`config.mk`:
```
export PLATFORM = sky130hd
export DESIGN_NAME = id_ex_reg_flat
export DESIGN_NICKNAME = d
export VERILOG_FILES = /design/src/rtl/id_ex_reg_if.sv /design/src/rtl/id_ex_reg.sv /design/src/flat_wrapper.sv
export SDC_FILE = /design/constraint.sdc
export NUM_CORES = 1
export LEC_CHECK = 0
export CAP_MARGIN = 10
export CORE_AREA = 2 2 247 249
export DETAILED_ROUTE_END_ITERATION = 8
export DIE_AREA = 0 0 249 251
export GPL_TIMING_DRIVEN = 1
export PLACE_DENSITY_LB_ADDON = 0.12
export RECOVER_POWER = 25
export SETUP_SLACK_MARGIN = 0.02
export SKIP_LAST_GASP = 1
export SLEW_MARGIN = 20
export SYNTH_ARGS = -nofsm -noshare
export SYNTH_HDL_FRONTEND = slang
export SYNTH_SLANG_ARGS = --single-unit
export TNS_END_PERCENT = 1
```
`constraint.sdc`:
```
create_clock -name CLK -period 5.2 [get_ports CLK]
set_input_delay 1.04 -clock CLK [delete_from_list [all_inputs] [get_ports CLK]]
set_output_delay 1.04 -clock CLK [all_outputs]
set_load 0.1 [all_outputs]
```
`src/rtl/id_ex_reg_if.sv`:
```
// ID/EX stage bundle: decode-side inputs, WB write-port snoop, and registered EX outputs.
// master = upstream/control side, slave = the pipeline register itself.
interface id_ex_reg_if #(
  parameter int XLEN     = 64,
  parameter int ALU_OP_W = 4
);
  logic                STALL;
  logic                FLUSH;
  logic                ID_VALID;
  logic [4:0]          ID_RD_REG1;
  logic [4:0]          ID_RD_REG2;
  logic [XLEN-1:0]     ID_RD_DATA1;
  logic [XLEN-1:0]     ID_RD_DATA2;
  logic [XLEN-1:0]     ID_IMM;
  logic [XLEN-1:0]     ID_PC;
  logic [4:0]          ID_WR_REG;
  logic                ID_REG_WRITE;
  logic                ID_MEM_READ;
  logic                ID_MEM_WRITE;
  logic                ID_ALU_SRC;
  logic                ID_MEM_TO_REG;
  logic [ALU_OP_W-1:0] ID_ALU_OP;
  logic                WB_REG_WRITE;
  logic [4:0]          WB_WR_REG;
  logic [XLEN-1:0]     WB_WR_DATA;
  logic                HAZARD;
  logic                EX_VALID;
  logic [4:0]          EX_RD_REG1;
  logic [4:0]          EX_RD_REG2;
  logic [4:0]          EX_WR_REG;
  logic [XLEN-1:0]     EX_DATA1;
  logic [XLEN-1:0]     EX_DATA2;
  logic [XLEN-1:0]     EX_IMM;
  logic [XLEN-1:0]     EX_PC;
  logic                EX_REG_WRITE;
  logic                EX_MEM_READ;
  logic                EX_MEM_WRITE;
  logic                EX_ALU_SRC;
  logic                EX_MEM_TO_REG;
  logic [ALU_OP_W-1:0] EX_ALU_OP;

  modport master (
    output STALL, FLUSH, ID_VALID, ID_RD_REG1, ID_RD_REG2, ID_RD_DATA1, ID_RD_DATA2,
           ID_IMM, ID_PC, ID_WR_REG, ID_REG_WRITE, ID_MEM_READ, ID_MEM_WRITE,
           ID_ALU_SRC, ID_MEM_TO_REG, ID_ALU_OP, WB_REG_WRITE, WB_WR_REG, WB_WR_DATA,
    input  HAZARD, EX_VALID, EX_RD_REG1, EX_RD_REG2, EX_WR_REG, EX_DATA1, EX_DATA2,
           EX_IMM, EX_PC, EX_REG_WRITE, EX_MEM_READ, EX_MEM_WRITE, EX_ALU_SRC,
           EX_MEM_TO_REG, EX_ALU_OP
  );

  modport slave (
    input  STALL, FLUSH, ID_VALID, ID_RD_REG1, ID_RD_REG2, ID_RD_DATA1, ID_RD_DATA2,
           ID_IMM, ID_PC, ID_WR_REG, ID_REG_WRITE, ID_MEM_READ, ID_MEM_WRITE,
           ID_ALU_SRC, ID_MEM_TO_REG, ID_ALU_OP, WB_REG_WRITE, WB_WR_REG, WB_WR_DATA,
    output HAZARD, EX_VALID, EX_RD_REG1, EX_RD_REG2, EX_WR_REG, EX_DATA1, EX_DATA2,
           EX_IMM, EX_PC, EX_REG_WRITE, EX_MEM_READ, EX_MEM_WRITE, EX_ALU_SRC,
           EX_MEM_TO_REG, EX_ALU_OP
  );
endinterface

```
`src/rtl/id_ex_reg.sv`:
```
// LEGv8 ID/EX pipeline register with WB write-through bypass, load-use bubble
// insertion, stall hold (with operand refresh) and flush.
module id_ex_reg #(
  parameter int XLEN     = 64,
  parameter int ALU_OP_W = 4
) (
  input  logic        CLK,
  input  logic        RST,
  id_ex_reg_if.slave  bus
);
  localparam logic [4:0] XZR = 5'd31;

  logic [XLEN-1:0] byp1, byp2;
  logic            refresh1, refresh2;
  logic            clear;

  // The register file only commits at the edge, so a same-cycle WB write must be forwarded.
  always_comb begin
    byp1 = bus.ID_RD_DATA1;
    byp2 = bus.ID_RD_DATA2;
    if (bus.WB_REG_WRITE && bus.WB_WR_REG == bus.ID_RD_REG1 && bus.ID_RD_REG1 != XZR)
      byp1 = bus.WB_WR_DATA;
    if (bus.WB_REG_WRITE && bus.WB_WR_REG == bus.ID_RD_REG2 && bus.ID_RD_REG2 != XZR)
      byp2 = bus.WB_WR_DATA;
  end

  assign bus.HAZARD = bus.EX_VALID && bus.EX_MEM_READ && (bus.EX_WR_REG != XZR) &&
                      bus.ID_VALID &&
                      ((bus.EX_WR_REG == bus.ID_RD_REG1) || (bus.EX_WR_REG == bus.ID_RD_REG2));

  assign refresh1 = bus.WB_REG_WRITE && (bus.WB_WR_REG == bus.EX_RD_REG1) && (bus.EX_RD_REG1 != XZR);
  assign refresh2 = bus.WB_REG_WRITE && (bus.WB_WR_REG == bus.EX_RD_REG2) && (bus.EX_RD_REG2 != XZR);

  // A load-use bubble only applies when the stage is actually advancing.
  assign clear = RST || bus.FLUSH || (!bus.STALL && bus.HAZARD);

  always_ff @(posedge CLK) begin
    if (clear) begin
      bus.EX_VALID      <= 1'b0;
      bus.EX_RD_REG1    <= 5'd0;
      bus.EX_RD_REG2    <= 5'd0;
      bus.EX_WR_REG     <= 5'd0;
      bus.EX_DATA1      <= '0;
      bus.EX_DATA2      <= '0;
      bus.EX_IMM        <= '0;
      bus.EX_PC         <= '0;
      bus.EX_REG_WRITE  <= 1'b0;
      bus.EX_MEM_READ   <= 1'b0;
      bus.EX_MEM_WRITE  <= 1'b0;
      bus.EX_ALU_SRC    <= 1'b0;
      bus.EX_MEM_TO_REG <= 1'b0;
      bus.EX_ALU_OP     <= {ALU_OP_W{1'b0}};
    end else if (bus.STALL) begin
      if (refresh1) bus.EX_DATA1 <= bus.WB_WR_DATA;
      if (refresh2) bus.EX_DATA2 <= bus.WB_WR_DATA;
    end else begin
      bus.EX_VALID      <= bus.ID_VALID;
      bus.EX_RD_REG1    <= bus.ID_RD_REG1;
      bus.EX_RD_REG2    <= bus.ID_RD_REG2;
      bus.EX_WR_REG     <= bus.ID_WR_REG;
      bus.EX_DATA1      <= byp1;
      bus.EX_DATA2      <= byp2;
      bus.EX_IMM        <= bus.ID_IMM;
      bus.EX_PC         <= bus.ID_PC;
      bus.EX_REG_WRITE  <= bus.ID_REG_WRITE && bus.ID_VALID;
      bus.EX_MEM_READ   <= bus.ID_MEM_READ  && bus.ID_VALID;
      bus.EX_MEM_WRITE  <= bus.ID_MEM_WRITE && bus.ID_VALID;
      bus.EX_ALU_SRC    <= bus.ID_ALU_SRC;
      bus.EX_MEM_TO_REG <= bus.ID_MEM_TO_REG;
      bus.EX_ALU_OP     <= bus.ID_ALU_OP;
    end
  end
endmodule
```
`src/flat_wrapper.sv`:
```
// flat-port wrapper written by rule: the top's interface ports become plain ports
module id_ex_reg_flat 
#(
  parameter int XLEN     = 64,
  parameter int ALU_OP_W = 4
)
  (CLK, RST, bus_STALL, bus_FLUSH, bus_ID_VALID, bus_ID_RD_REG1, bus_ID_RD_REG2, bus_ID_RD_DATA1, bus_ID_RD_DATA2, bus_ID_IMM, bus_ID_PC, bus_ID_WR_REG, bus_ID_REG_WRITE, bus_ID_MEM_READ, bus_ID_MEM_WRITE, bus_ID_ALU_SRC, bus_ID_MEM_TO_REG, bus_ID_ALU_OP, bus_WB_REG_WRITE, bus_WB_WR_REG, bus_WB_WR_DATA, bus_HAZARD, bus_EX_VALID, bus_EX_RD_REG1, bus_EX_RD_REG2, bus_EX_WR_REG, bus_EX_DATA1, bus_EX_DATA2, bus_EX_IMM, bus_EX_PC, bus_EX_REG_WRITE, bus_EX_MEM_READ, bus_EX_MEM_WRITE, bus_EX_ALU_SRC, bus_EX_MEM_TO_REG, bus_EX_ALU_OP);
  id_ex_reg_if #(.XLEN(XLEN), .ALU_OP_W(ALU_OP_W)) bus_i ();
  input  logic CLK;
  input  logic RST;
  input wire logic [$bits(bus_i.STALL)-1:0] bus_STALL;
  input wire logic [$bits(bus_i.FLUSH)-1:0] bus_FLUSH;
  input wire logic [$bits(bus_i.ID_VALID)-1:0] bus_ID_VALID;
  input wire logic [$bits(bus_i.ID_RD_REG1)-1:0] bus_ID_RD_REG1;
  input wire logic [$bits(bus_i.ID_RD_REG2)-1:0] bus_ID_RD_REG2;
  input wire logic [$bits(bus_i.ID_RD_DATA1)-1:0] bus_ID_RD_DATA1;
  input wire logic [$bits(bus_i.ID_RD_DATA2)-1:0] bus_ID_RD_DATA2;
  input wire logic [$bits(bus_i.ID_IMM)-1:0] bus_ID_IMM;
  input wire logic [$bits(bus_i.ID_PC)-1:0] bus_ID_PC;
  input wire logic [$bits(bus_i.ID_WR_REG)-1:0] bus_ID_WR_REG;
  input wire logic [$bits(bus_i.ID_REG_WRITE)-1:0] bus_ID_REG_WRITE;
  input wire logic [$bits(bus_i.ID_MEM_READ)-1:0] bus_ID_MEM_READ;
  input wire logic [$bits(bus_i.ID_MEM_WRITE)-1:0] bus_ID_MEM_WRITE;
  input wire logic [$bits(bus_i.ID_ALU_SRC)-1:0] bus_ID_ALU_SRC;
  input wire logic [$bits(bus_i.ID_MEM_TO_REG)-1:0] bus_ID_MEM_TO_REG;
  input wire logic [$bits(bus_i.ID_ALU_OP)-1:0] bus_ID_ALU_OP;
  input wire logic [$bits(bus_i.WB_REG_WRITE)-1:0] bus_WB_REG_WRITE;
  input wire logic [$bits(bus_i.WB_WR_REG)-1:0] bus_WB_WR_REG;
  input wire logic [$bits(bus_i.WB_WR_DATA)-1:0] bus_WB_WR_DATA;
  output wire logic [$bits(bus_i.HAZARD)-1:0] bus_HAZARD;
  output wire logic [$bits(bus_i.EX_VALID)-1:0] bus_EX_VALID;
  output wire logic [$bits(bus_i.EX_RD_REG1)-1:0] bus_EX_RD_REG1;
  output wire logic [$bits(bus_i.EX_RD_REG2)-1:0] bus_EX_RD_REG2;
  output wire logic [$bits(bus_i.EX_WR_REG)-1:0] bus_EX_WR_REG;
  output wire logic [$bits(bus_i.EX_DATA1)-1:0] bus_EX_DATA1;
  output wire logic [$bits(bus_i.EX_DATA2)-1:0] bus_EX_DATA2;
  output wire logic [$bits(bus_i.EX_IMM)-1:0] bus_EX_IMM;
  output wire logic [$bits(bus_i.EX_PC)-1:0] bus_EX_PC;
  output wire logic [$bits(bus_i.EX_REG_WRITE)-1:0] bus_EX_REG_WRITE;
  output wire logic [$bits(bus_i.EX_MEM_READ)-1:0] bus_EX_MEM_READ;
  output wire logic [$bits(bus_i.EX_MEM_WRITE)-1:0] bus_EX_MEM_WRITE;
  output wire logic [$bits(bus_i.EX_ALU_SRC)-1:0] bus_EX_ALU_SRC;
  output wire logic [$bits(bus_i.EX_MEM_TO_REG)-1:0] bus_EX_MEM_TO_REG;
  output wire logic [$bits(bus_i.EX_ALU_OP)-1:0] bus_EX_ALU_OP;
  assign bus_i.STALL = bus_STALL;
  assign bus_i.FLUSH = bus_FLUSH;
  assign bus_i.ID_VALID = bus_ID_VALID;
  assign bus_i.ID_RD_REG1 = bus_ID_RD_REG1;
  assign bus_i.ID_RD_REG2 = bus_ID_RD_REG2;
  assign bus_i.ID_RD_DATA1 = bus_ID_RD_DATA1;
  assign bus_i.ID_RD_DATA2 = bus_ID_RD_DATA2;
  assign bus_i.ID_IMM = bus_ID_IMM;
  assign bus_i.ID_PC = bus_ID_PC;
  assign bus_i.ID_WR_REG = bus_ID_WR_REG;
  assign bus_i.ID_REG_WRITE = bus_ID_REG_WRITE;
  assign bus_i.ID_MEM_READ = bus_ID_MEM_READ;
  assign bus_i.ID_MEM_WRITE = bus_ID_MEM_WRITE;
  assign bus_i.ID_ALU_SRC = bus_ID_ALU_SRC;
  assign bus_i.ID_MEM_TO_REG = bus_ID_MEM_TO_REG;
  assign bus_i.ID_ALU_OP = bus_ID_ALU_OP;
  assign bus_i.WB_REG_WRITE = bus_WB_REG_WRITE;
  assign bus_i.WB_WR_REG = bus_WB_WR_REG;
  assign bus_i.WB_WR_DATA = bus_WB_WR_DATA;
  assign bus_HAZARD = bus_i.HAZARD;
  assign bus_EX_VALID = bus_i.EX_VALID;
  assign bus_EX_RD_REG1 = bus_i.EX_RD_REG1;
  assign bus_EX_RD_REG2 = bus_i.EX_RD_REG2;
  assign bus_EX_WR_REG = bus_i.EX_WR_REG;
  assign bus_EX_DATA1 = bus_i.EX_DATA1;
  assign bus_EX_DATA2 = bus_i.EX_DATA2;
  assign bus_EX_IMM = bus_i.EX_IMM;
  assign bus_EX_PC = bus_i.EX_PC;
  assign bus_EX_REG_WRITE = bus_i.EX_REG_WRITE;
  assign bus_EX_MEM_READ = bus_i.EX_MEM_READ;
  assign bus_EX_MEM_WRITE = bus_i.EX_MEM_WRITE;
  assign bus_EX_ALU_SRC = bus_i.EX_ALU_SRC;
  assign bus_EX_MEM_TO_REG = bus_i.EX_MEM_TO_REG;
  assign bus_EX_ALU_OP = bus_i.EX_ALU_OP;
  id_ex_reg #(.XLEN(XLEN), .ALU_OP_W(ALU_OP_W)) u_core (.CLK(CLK), .RST(RST), .bus(bus_i));
endmodule
```
Word level (Yosys, flattened, before mapping)
Cells that the tools add are included.
{ "word_totals": {"reg_bits": 281, "elab_cells": 53, "out_inout_bits": 282, "inputBits": 355} }
{ "op_classes": {"n_eq_ne": 13, "n_mux": 6, "reduce_logical": 20} }
{ "op_table": {"columns": ["operator", "count"], "rows": [
  ["$mux W64", 6],
  ["$eq A5 B5 Y1", 6],
  ["$ne A5 B5 Y1 const B", 5],
  ["$logic_and A1 B1 Y1", 16],
  ["$ne A2 B1 Y1 const B", 2],
  ["$logic_or A1 B1 Y1", 3],
  ["$logic_not A1 Y1", 1]
]} }

Depth between registers and ports, before layout
Gate-level depths: netlist (run 1).
{ "depth": {"depth_word": 6, "depth_mapped": 8} }

Worst setup path after synthesis (run 1)
No wires, ideal clock.
{ "synth_timing": {"kind": "register to output", "from": "register u_core.bus.EX_WR_REG[3]", "to": "output port bus_HAZARD", "t_required_ns": 4.160, "slack_ns": 1.308, "arrival_ns": 2.852, "path_buffers": 0, "stages_incl_launch_ff": 5, "path_cell_list": "dfxtp_1 -> xnor2_1 -> nand3_1 -> o22ai_1 -> nor2b_1"} }
{ "synth_between": {"elab_chain_len": 4} }
{ "synth_rtl": {"columns": ["item", "line_no", "source"], "rows": [
  ["start: declaration", "id_ex_reg_if.sv:55", "output HAZARD, EX_VALID, EX_RD_REG1, EX_RD_REG2, EX_WR_REG, EX_DATA1, EX_DATA2,"],
  ["start signal: assignment", "id_ex_reg.sv:60", "bus.EX_WR_REG <= bus.ID_WR_REG;"],
  ["$ne A5 B5 Y1", "id_ex_reg.sv:27", "assign bus.HAZARD = bus.EX_VALID && bus.EX_MEM_READ && (bus.EX_WR_REG != XZR) &&"],
  ["$logic_and A1 B1 Y1 (2 in series)", "id_ex_reg.sv:27", null],
  ["$logic_and A1 B1 Y1 *", "id_ex_reg.sv:28", "bus.ID_VALID &&"],
  ["end: declaration", "flat_wrapper.sv:30", "output wire logic [$bits(bus_i.HAZARD)-1:0] bus_HAZARD;"]
]} }
Mark *: on every way between the ends. The rest lies on a longest branch, timed or not.

Worst setup path after layout (run 1)
{ "layout_timing": {"from": "input port bus_ID_RD_REG1[3]", "to": "register u_core.bus.EX_IMM[9] in the netlist's numbering"} }
{ "layout_between": {"elab_chain_len": 5} }
{ "layout_rtl": {"columns": ["item", "line_no", "source"], "rows": [
  ["start: declaration", "flat_wrapper.sv:14", "input wire logic [$bits(bus_i.ID_RD_REG1)-1:0] bus_ID_RD_REG1;"],
  ["$eq A5 B5 Y1", "id_ex_reg.sv:29", "((bus.EX_WR_REG == bus.ID_RD_REG1) || (bus.EX_WR_REG == bus.ID_RD_REG2));"],
  ["$logic_or A1 B1 Y1", "id_ex_reg.sv:29", null],
  ["$logic_and A1 B1 Y1", "id_ex_reg.sv:28", null],
  ["$logic_and A1 B1 Y1", "id_ex_reg.sv:35", "assign clear = RST || bus.FLUSH || (!bus.STALL && bus.HAZARD);"],
  ["$logic_or A1 B1 Y1", "id_ex_reg.sv:35", null],
  ["end signal: assignment", "id_ex_reg.sv:63", "bus.EX_IMM <= bus.ID_IMM;"],
  ["end: declaration", "id_ex_reg_if.sv:56", "EX_IMM, EX_PC, EX_REG_WRITE, EX_MEM_READ, EX_MEM_WRITE, EX_ALU_SRC,"]
]} }
No other way between the ends.
A chain may end at the register's enable or synchronous reset.

==> metrics.txt, run 1 <==
Main synth FF type=dfxtp_1; Worst Path Required=5.55 ns; Register Area=0.00563 mm2; DIE HEIGHT=251 um; Routed WL per cell=24.3 um; antenna violations before repair=8; Ports=637; Syn-to-layout area delta=56.1%; drt drc=0; max incr delay on CP=1.39 ns; nets=2409; P_leak=7.81 nW; Multi-input gate area=0.00774 mm2; Post-CTS Resized=0; placed inst area=0.0210 mm2; clk sinks=281; yosys warns=0; mux share of post-synthesis cell area=10.4%; Worst Path Buf+Inv=2; unique cell type count in the Yosys netlist=38; Overflow after GRT=0; die area=0.0625 mm2; Max Cap Viol=2; Hold Buf Count CTS=0; number of buffers created by CTS=38; Power Dens Cells=300 mW/mm2; mapped cell area=0.0142 mm2; filler cell count=6064; CTS tree=built; met3 wire len=5.91 mm; XOR/XNOR Fraction of Synth Area=1.61%; Metal-1 WL=27.8 mm; sequential cell area fraction in the yosys report=39.7%; total wire length=69.4 mm; Post-CTS Setup Inserts=0; final hold vios=0; H-tree depth=2; largest family of logic cells by synthesized area=compound AO/OA/AOI/OAI gates; Critical Path Source Type=input pin; Synth Area in Compound Gates=26.2%; DRT iter0 DRCs=826; Pre-Repair DR Iteration Count=5; vias in the first global route=15100; DP Wirelength=47.4 mm; Syn Area/Cell=9.20 um2; Max Fclk=239 MHz; DR top layer=met5; Tot GR Track Use=21.3%; via-per-instance ratio=5.21; Seq cells post-synth=281; Crit Path Category=input pin to register; via count=14900; Post-Synth Adder-Cell Area=0%; Worst-Skew Late Latency=0.56 ns; final setup fails=0; Max IR drop VDD=0.000197 V; post-synthesis cell count=1542; Finished Cell Area=0.0221 mm2; final std cells w/o fill=2861; slew of the pin with the lowest slew margin=1.86 ns; worst hold path type=register to register; crit path cell chain=dlygate4sd3_1 > xnor2_1 > nand3_1 > o22ai_1 > a311o_1 > clkbuf_1 > nor2_1; slowest CP cell=clkbuf_1; asr flop ratio synth=0%; antenna-violating nets left=0; max-slew violation count=43; core region area=0.0598 mm2; RSZ-0062 raised after global routing=no; period utilization=80.4%; failing checks=max-capacitance violations, max-slew violations; Clock Path Buffers=3; syn_nets=1897; first-pass GRT wire length=102 mm; Worst EP arrival=4.53 ns; ratio of cells with drive above 1 in the final layout=7.18%; Starting Density=23.7%; pin count of the biggest net entering global routing=225; crit end category=register; Setup TNS Final=0 ns; Final Skew=0.0191 ns; Placed Instances=2796; Final min period=4.18 ns; count of input and output buffers=636; GPL Wtd Cong=0.822; CP top delay family=buffers and inverters; relative slew slack=-24.0%; worst-path maximum fanout=41; CTS clk-pin slew, worst paths=0.06 ns; die width=249 um; outcome=complete, but fails checks; Root Buffer=clkbuf_16; Post-synth EDFFs=0; simple-gate share of the synthesized area=15.9%; num rows=90; metal2 WL=34.5 mm
[synth_stat cells (57+ instances only)]
cell type | n | share of area [%]
a21oi_1 | 61 | 2.2
a221oi_2 | 60 | 6.4
a31oi_1 | 71 | 3.1
a32oi_1 | 128 | 7.9
a41oi_1 | 58 | 3.6
and3_1 | 67 | 3.0
clkbuf_1 | 115 | 3.0
dfxtp_1 | 281 | 40
mux2i_1 | 148 | 10
nand2_1 | 64 | 1.7
nor2_1 | 156 | 4.1
nor2b_1 | 66 | 2.9
nor4_1 | 57 | 2.5
o21ai_1 | 60 | 2.1
[metrics by stage]
stage / setup slack, ns / power, mW / util (%) / hold slack (ns)
after floorplan: 1.31 / 3.44 / - / 0.987
after global placement: 1.21 / 4.07 / 35.0 / 0.473
after detailed placement: 1.22 / 4.08 / 35.0 / 0.486
after CTS: 1.21 / 6.74 / 37.1 / 0.497
after global routing: 0.762 / 6.90 / 37.0 / 0.524
final: 1.02 / 6.64 / 37.0 / 0.492
[worst reg2reg max path, cell delays in order (launching register included)]
cell	delay (ns)
dfxtp_1	0.51
xnor2_1	0.17
nand3_1	0.10
o22ai_1	0.49
a311o_1	0.55
clkbuf_1	1.39
nor2_1	0.16
[final timing paths]
check / from / end / slack, ns / depth (start not counted)
worst max-delay path: bus_ID_RD_REG1[3] / u_core.bus.EX_IMM[9]$_SDFFE_PP0N_ / 1.02 / 7
worst min register to register: u_core.bus.EX_PC[40]$_SDFFE_PP0N_ / u_core.bus.EX_PC[40]$_SDFFE_PP0N_ / 0.49 / 2
worst max register to register: u_core.bus.EX_WR_REG[4]$_SDFFE_PP0N_ / u_core.bus.EX_IMM[9]$_SDFFE_PP0N_ / 1.64 / 6
worst min-delay path: u_core.bus.EX_PC[40]$_SDFFE_PP0N_ / u_core.bus.EX_PC[40]$_SDFFE_PP0N_ / 0.49 / 2
[cell type report]
type	count	area share, %
Multi-Input combinational cell	1074	35.0
Timing Repair Buffer	658	29.7
Sequential cell	281	25.4
Clock buffer	54	4.93
Tap cell	782	4.42
Clock inverter	8	0.531
Antenna cell	3	0.0339
Inverter	1	0.0170
[routing by layer]
layer | vias up | global-route usage [%]
met5 | - | 0
met4 | 2 | 4.66
met3 | 67 | 6.83
met2 | 569 | 37.6
met1 | 7297 | 25.1
li1 | 6959 | -
[registers in the layout, indices dropped and copies added, names as in the netlist]
register	flops
u_core.bus.EX_DATA2	64
u_core.bus.EX_RD_REG1	5
u_core.bus.EX_RD_REG2	5
u_core.bus.EX_WR_REG	5
u_core.bus.EX_DATA1	64
u_core.bus.EX_REG_WRITE	1
u_core.bus.EX_ALU_OP	4
u_core.bus.EX_IMM	64
u_core.bus.EX_MEM_WRITE	1
u_core.bus.EX_MEM_TO_REG	1
u_core.bus.EX_VALID	1
u_core.bus.EX_ALU_SRC	1
u_core.bus.EX_PC	64
u_core.bus.EX_MEM_READ	1
[power by group]
group,internal (mW),total [mW],switching (mW)
clock,1.56,2.62,1.06
combinational,0.579,1.72,1.14
sequential,2.24,2.31,0.0668
total,4.38,6.64,2.26
[placed cells by master (no fill, tap or decap), drive strengths merged, types with 3 or more instances in the layout]
master	synthesis	routed
a21oi	62	62
a221oi	64	64
a22oi	3	3
a31oi	71	71
a32oi	128	128
a41oi	58	58
and2	4	4
and3	67	67
buf	71	22
clkbuf	115	61
clkdlybuf4s50	0	628
clkinv	0	4
dfxtp	281	281
diode	0	3
mux2i	148	148
nand2	64	64
nand3	6	6
nand4	12	12
nor2	156	156
nor2b	66	66
nor4	57	57
o21ai	65	65
or4b	7	7
xnor2	23	23
xor2	3	3
[kinds of logic after synthesis]
| kind of cell | count (synthesis) |
|---|---|
| buf+inv | 187 |
| xor+xnor | 26 |
| simple gates | 444 |
| flops | 281 |
| mux | 148 |
| compound gates | 456 |
Power figures use the tool's default switching activity.
==> run 2: changes to the inputs <==
--- a/config.mk
+++ b/config.mk
@@ -6,9 +6,9 @@
 export NUM_CORES = 1
 export LEC_CHECK = 0
 export CAP_MARGIN = 10
-export CORE_AREA = 2 2 247 249
+export CORE_AREA = 2 2 248 250
 export DETAILED_ROUTE_END_ITERATION = 8
-export DIE_AREA = 0 0 249 251
+export DIE_AREA = 0 0 250 252
 export GPL_TIMING_DRIVEN = 1
 export PLACE_DENSITY_LB_ADDON = 0.12
 export RECOVER_POWER = 25
==> constraint.sdc (replaced) <==
create_clock -name CLK -period 4.2 [get_ports CLK]
set_input_delay 0.84 -clock CLK [delete_from_list [all_inputs] [get_ports CLK]]
set_output_delay 0.84 -clock CLK [all_outputs]
set_load 0.1 [all_outputs]
==> metrics.txt, run 2 (same netlist as run 1, synthesis figures left out) <==
Hold WS=0.495 ns; Hold Buf Count CTS=0; CTS tree=built; via count=15000; final hold vios=0; num rows=90; Post-CTS Setup Inserts=0; internal power=5.44 mW; outcome=complete, but fails checks; relative slew slack=-7.04%; Power, Total=8.28 mW; nets=2419; clk sinks=281; max-slew violation count=4; P_leak=7.92 nW; DP Wirelength=48.1 mm; DRT iter0 DRCs=712; antenna violations before repair=15; first-pass GRT wire length=102 mm; pin count of the biggest net entering global routing=157; Seq pwr share=34.5%; Max Fclk=300 MHz; worst-path maximum fanout=89; Starting Density=23.6%; most common cell after layout, fill and taps aside=clkdlybuf4s50_1; die width=250 um; Clk network pwr share=39.6%; CTS clk-pin slew, worst paths=0.06 ns; Post-CTS Resized=0; Crit Path Category=input pin to register; number of buffers created by CTS=38; Max IR drop VDD=0.000266 V; via-per-instance ratio=5.22; Worst EP arrival=3.71 ns; Root Buffer=clkbuf_16; Logic pwr share=25.9%; Setup TNS Final=0 ns; Worst-Skew Late Latency=0.57 ns; Power Dens Cells=371 mW/mm2; failing checks=max-capacitance violations, max-slew violations; core region area=0.0601 mm2; drt drc=0; antenna-violating nets left=0; Ports=637; Final min period=3.33 ns; Worst Path Required=4.58 ns; sw frac=34.3%; Pre-Repair DR Iteration Count=7; Final Skew=0.0176 ns; ratio of cells with drive above 1 in the final layout=7.85%; vias in the first global route=15200; total wire length=70.4 mm; DIE HEIGHT=252 um; die area=0.0630 mm2; Clock Path Buffers=3; final setup fails=0; Critical Path Source Type=input pin; H-tree depth=2; Max Cap Viol=4; most frequent cells in the layout=clkdlybuf4s50_1, dfxtp_1, nor2_1, mux2i_1, a32oi_1; period utilization=79.3%; GPL Wtd Cong=0.818; P_sw=2.84 mW; worst hold path type=register to register; RSZ-0062 raised after global routing=no; count of input and output buffers=636; Routed WL per cell=24.5 um; Tot GR Track Use=21.3%; Overflow after GRT=0; crit end category=register; Syn-to-layout area delta=57.6%; slew of the pin with the lowest slew margin=1.61 ns
run 2: cell types whose count changed in the layout (fill, tap and decap cells not counted), sizes merged:
cell,previous run,this run
diode,3,7
clkinv,4,5
inv,1,3
buf,22,29
clkdlybuf4s50,628,627
clkbuf,61,68
bufinv,2,1
clkinvlp,2,1
run 2: routing by layer:
metal  GRT usage (%)  wire length, um  vias up
met1            24.2            27100     7355
met3            7.28             6290       86
met5               0               56        -
met4            5.37             1610        8
li1                -                -     7002
met2            38.2            35300      583
run 2: layout make-up:
| cell class | count | area, um2 |
|---|---|---|
| fill | 6105 | 37800 |
| multi-input combinational | 1074 | 7750 |
| timing repair buffer | 668 | 6720 |
| sequential | 281 | 5630 |
| clock buffer | 57 | 1130 |
| tap | 782 | 978 |
| clock inverter | 9 | 116 |
| antenna | 7 | 17.5 |
| inverter | 1 | 3.75 |
run 2: path summary, 6_finish.rpt:
| check | slack (ns) | start | cells after the start | to |
|---|---|---|---|---|
| setup reg to reg | 1.34 | u_core.bus.EX_WR_REG[3]$_SDFFE_PP0N_ | 6 | u_core.bus.EX_DATA2[41]$_SDFFE_PP0P_ |
| hold / removal | 0.49 | u_core.bus.EX_IMM[36]$_SDFFE_PP0N_ | 2 | u_core.bus.EX_IMM[36]$_SDFFE_PP0N_ |
| hold reg to reg | 0.49 | u_core.bus.EX_IMM[36]$_SDFFE_PP0N_ | 2 | u_core.bus.EX_IMM[36]$_SDFFE_PP0N_ |
| setup / recovery | 0.87 | bus_ID_VALID | 6 | u_core.bus.EX_DATA2[41]$_SDFFE_PP0P_ |
run 2: worst max-delay path: stages:
cell	delay (ns)
dlygate4sd3_1	0.55
nor2b_1	0.51
and3_1	0.25
a311o_1	0.32
clkbuf_4	1.00
a31oi_1	0.09
run 2: power groups by stage:
stage                     Sequential [mW]  Combinational (mW)  Clock [mW]
final                                2.86                2.15        3.28
after global routing                 2.87                2.25        3.50
after CTS                            2.86                2.17        3.40
after detailed placement             2.91                2.16           0
after global placement               2.91                2.15           0
after floorplan                      3.66               0.605           0
run 2: per-stage QoR:
stage / utilization, % / area (um2) / std cells / setup WS (ns)
global route: 37.2 / 22300 / 2877 / 0.680
global placement: 35.2 / 21100 / 2806 / 0.861
finish: 37.2 / 22300 / 2879 / 0.871
CTS: 37.2 / 22400 / 2872 / 0.864
detailed placement: 35.2 / 21100 / 2806 / 0.862
floorplan: - / 14200 / 1542 / 0.508
